File: src/rtl/iommu_wsi_ig.sv
`default_nettype none
// ============================================================================
// Module   : iommu_wsi_ig
// Purpose  : RISC-V IOMMU wire-signalled interrupt generator (CIP/FIP/PMIP
//            pending state plus vector-routed level outputs).
// Revision : 1.0 - initial release
// ============================================================================
module iommu_wsi_ig #(
  parameter int N_INT_VEC = 16,
  parameter int VEC_W     = 4
) (
  input  logic                 clk_i,
  input  logic                 rst_i,
  input  logic                 wsi_en_i,
  input  logic                 cq_cond_i,
  input  logic                 cq_ie_i,
  input  logic                 fq_cond_i,
  input  logic                 fq_ie_i,
  input  logic                 pm_cond_i,
  input  logic                 pm_ie_i,
  input  logic [VEC_W-1:0]     civ_i,
  input  logic [VEC_W-1:0]     fiv_i,
  input  logic [VEC_W-1:0]     pmiv_i,
  input  logic [2:0]           ipsr_clr_i,
  output logic [2:0]           ipsr_o,
  output logic [2:0]           ipsr_set_o,
  output logic [N_INT_VEC-1:0] wsi_o
);

  logic [2:0]           w_trig;
  logic [2:0]           w_rise;
  logic [N_INT_VEC-1:0] w_req;
  logic [2:0]           r_prev;
  logic [2:0]           r_pend;
  logic [2:0]           r_set;
  logic [N_INT_VEC-1:0] r_wsi;

  assign w_trig = {pm_cond_i & pm_ie_i, fq_cond_i & fq_ie_i, cq_cond_i & cq_ie_i};
  assign w_rise = w_trig & ~r_prev;

  // Vectors at or above N_INT_VEC never match an index and so drop out.
  for (genvar v = 0; v < N_INT_VEC; v++) begin : g_vec
    assign w_req[v] = (r_pend[0] && (civ_i  == VEC_W'(v))) ||
                      (r_pend[1] && (fiv_i  == VEC_W'(v))) ||
                      (r_pend[2] && (pmiv_i == VEC_W'(v)));
  end

  // A hardware rise takes priority over a same-cycle software W1C.
  always_ff @(posedge clk_i) begin
    if (rst_i) begin
      r_prev <= 3'b000;
      r_pend <= 3'b000;
      r_set  <= 3'b000;
      r_wsi  <= '0;
    end else begin
      r_prev <= w_trig;
      r_pend <= w_rise | (r_pend & ~ipsr_clr_i);
      r_set  <= w_rise;
      r_wsi  <= wsi_en_i ? w_req : '0;
    end
  end

  assign ipsr_o     = r_pend;
  assign ipsr_set_o = r_set;
  assign wsi_o      = r_wsi;

endmodule
`default_nettype wire

File: config.mk
export PLATFORM = sky130hd
export DESIGN_NAME = iommu_wsi_ig
export DESIGN_NICKNAME = d
export VERILOG_FILES = /design/src/rtl/iommu_wsi_ig.sv
export SDC_FILE = /design/constraint.sdc
export NUM_CORES = 1
export LEC_CHECK = 0
export BUFFER_PORTS_ARGS = -buffer_cell sky130_fd_sc_hd__buf_2
export CORE_ASPECT_RATIO = 0.9
export CORE_MARGIN = 4
export CORE_UTILIZATION = 51
export CTS_CLUSTER_SIZE = 20
export DETAILED_ROUTE_END_ITERATION = 10
export MAX_ROUTING_LAYER = met4
export PLACE_DENSITY = 0.82
export SLEW_MARGIN = 20
export SYNTH_ARGS = -nofsm -noshare
export SYNTH_HDL_FRONTEND = slang
export SYNTH_SLANG_ARGS = --single-unit
File: constraint.sdc
create_clock -name clk_i -period 2.3 [get_ports clk_i]
set_clock_uncertainty 0.1 [all_clocks]
set_input_delay 0.115 -clock clk_i [delete_from_list [all_inputs] [get_ports clk_i]]
set_output_delay 0.115 -clock clk_i [all_outputs]
set_load 0.005 [all_outputs]
==> results.json <==
{
  "setup.worst_path.start_class": "primary input",
  "postRouteAntennaNets": 0,
  "end_kind": "flop",
  "final_cell_mix": "buf_2 (45), dfxtp_1 (25), nand2_1 (20)",
  "cp_data_required_time_ns": 2.48,
  "grt_pass1_wl_um": 5120,
  "layout-drive-gt1-share_pct": 30.7,
  "clk_pin_slew_worst_paths_ns": 0.13,
  "drtIter0Drc": 33,
  "yosys_warnings": 0,
  "clk_latency_ns": 0.32,
  "seq_area_um2": 500,
  "grt_overflow": 0,
  "clock.fmax_ghz": 0.672,
  "cts_tree": "done",
  "worstSetupPathType": "in2reg",
  "outcome": "finished, final reports clean",
  "synth_edf_count": 0,
  "ys_types": 38,
  "met3_usage_pct": 4.88,
  "pre_cts_ws_ns": 0.870,
  "busiest_layer": "met2",
  "drc": 0,
  "die_h_um": 53.2,
  "hold_path_class": "in2reg",
  "cts_setup_buffers": 0,
  "cts-buffers-inserted": 3,
  "postSynthAreaPerCell_um2": 9.42,
  "final_common_cell": "buf_2",
  "min_period_ns": 1.49,
  "die_w_um": 58.2,
  "hold_viol": 0,
  "numPortBuffers": 45,
  "vias": 1173,
  "max_slew_margin_pct": 64.5,
  "rsz0062_at_grt": "no",
  "gp_congestion": 0.941,
  "core-area_um2": 2160,
  "ys_seq_area_share_pct": 43.2,
  "cts_sinks": 25,
  "synth_top_area_cell": "dfxtp_1",
  "grt_pass1_vias": 1060,
  "grt_max_degree": 21,
  "async_reset_ff_share_pct": 0,
  "finalWorstSetupSlack_ns": 0.813,
  "cap_violations": 0,
  "hold_slack_ns": 0.0423,
  "power_density_nw_per_um2": 494,
  "p_leak_uw": 0.000731,
  "tightest_slew_ns": 0.532,
  "layoutNonFillerInstCount": 206,
  "synth_ff_type": "dfxtp_1",
  "synth.net_count": 147,
  "maxSlewViolCount": 0,
  "setup_tns_ns": 0,
  "placedCellCount": 191,
  "antenna_cells": 0,
  "grt_use_total_pct": 23.3,
  "setup_viol": 0,
  "synth_top_area_share_pct": 43.2,
  "synth_seq_cells": 25,
  "ys_top_cells_by_area": "dfxtp_1 (43%), nand2_1 (6.5%), a21o_1 (3.2%)",
  "vias_per_cell": 5.69,
  "gr-usage-met2_pct": 41.5,
  "antenna_found_initial": 0,
  "period_share_pct": 64.7,
  "met1_usage_pct": 27.0,
  "multiInputGateArea_um2": 623,
  "avgRoutedWirePerCell_um": 16.2,
  "peakVddDrop_mv": 0.408,
  "drt-total-wl_um": 3330,
  "n_fill_cell": 184,
  "final_net_count": 204,
  "start_util_pct": 53.6,
  "rows": 16,
  "first_pass_iters": 4,
  "hpwl_um": 2410,
  "totalPowerFinal_uw": 753,
  "h-tree-depth": 1,
  "clk_path_buf_depth": 2,
  "netlist_area_um2": 1160,
  "dieArea_um2": 3100,
  "syn_inst": 123,
  "cts.root.buffer_cell": "clkbuf_4",
  "ios": 46,
  "syn2layout_area_growth_pct": 31.7,
  "cp_max_fo": 2,
  "cp.arrival_ns": 1.67
}
==> critical path: stages <==
cell,delay [ns]
dlygate4sd3_1,0.53
buf_2,0.10
nand2_1,0.04
dlygate4sd3_1,0.56
nor3_1,0.21
a21o_1,0.11
==> metrics by stage <==
step	area [µm²]	utilization (%)
after floorplan	1160	-
after global placement	1390	64.3
after detailed placement	1390	64.3
after CTS	1510	69.7
after global routing	1530	70.6
final	1530	70.6
==> flip-flops by register name, indices dropped and copies added, names as in the netlist <==
signal      flops
ipsr_o          3
ipsr_set_o      3
r_prev          3
wsi_o          16
==> layer usage <==
layer / vias to the layer above / wire length (µm)
li1: 574 / -
met1: 533 / 1380
met2: 60 / 1590
met3: 6 / 307
met4: 0 / 51
met5: - / 0
==> final timing paths <==
check / from / to / depth (start not counted) / slack [ns]
setup / recovery: cq_ie_i / ipsr_o[0] / 6 / 0.81
hold / removal: fiv_i[1] / wsi_o[12] / 4 / 0.04
setup reg to reg: ipsr_o[0] / wsi_o[13] / 3 / 0.84
hold reg to reg: r_prev[1] / ipsr_set_o[1] / 1 / 0.32
==> report_power, final <==
| group | total [µW] | internal [µW] | switching (µW) |
|---|---|---|---|
| Sequential | 449 | 442 | 6.35 |
| Combinational | 106 | 50.7 | 55.7 |
| Clock | 199 | 68.0 | 130 |
==> cells by family (layout without fill, tap and decap cells) <==
kind of cell / count (synthesis) / in the layout / share of synthesized area (%)
AND/OR/NAND/NOR: 72 / 72 / 39.8
AO/OA/AOI/OAI: 20 / 20 / 13.9
flip-flops: 25 / 25 / 43.2
buffers and inverters: 6 / 62 / 3.02
==> synthesized netlist by cell type, types with 3 or more instances <==
cell type / count
nor3b_1: 3
a21o_1: 5
nand2b_1: 4
a22oi_1: 4
and4bb_2: 3
nor2_1: 6
and3b_1: 4
dfxtp_1: 25
nand3_1: 7
nor3_1: 3
nand2_1: 20
nand3b_1: 3
==> repair_timing <==
item                                   4_1_cts  5_1_grt
gates resized for setup                      0        0
endpoints found under the hold margin       10        2
setup endpoints to repair                    0        0
hold buffers                                 9        2
==> final cells by class <==
class / count / area share [%]
Multi-Input combinational cell: 92 / 40.8
Sequential cell: 25 / 32.8
Timing Repair Buffer: 56 / 22.0
Tap cell: 27 / 2.21
Clock buffer: 4 / 1.72
Inverter: 2 / 0.492
No activity file was read; power rests on OpenSTA's default activity.
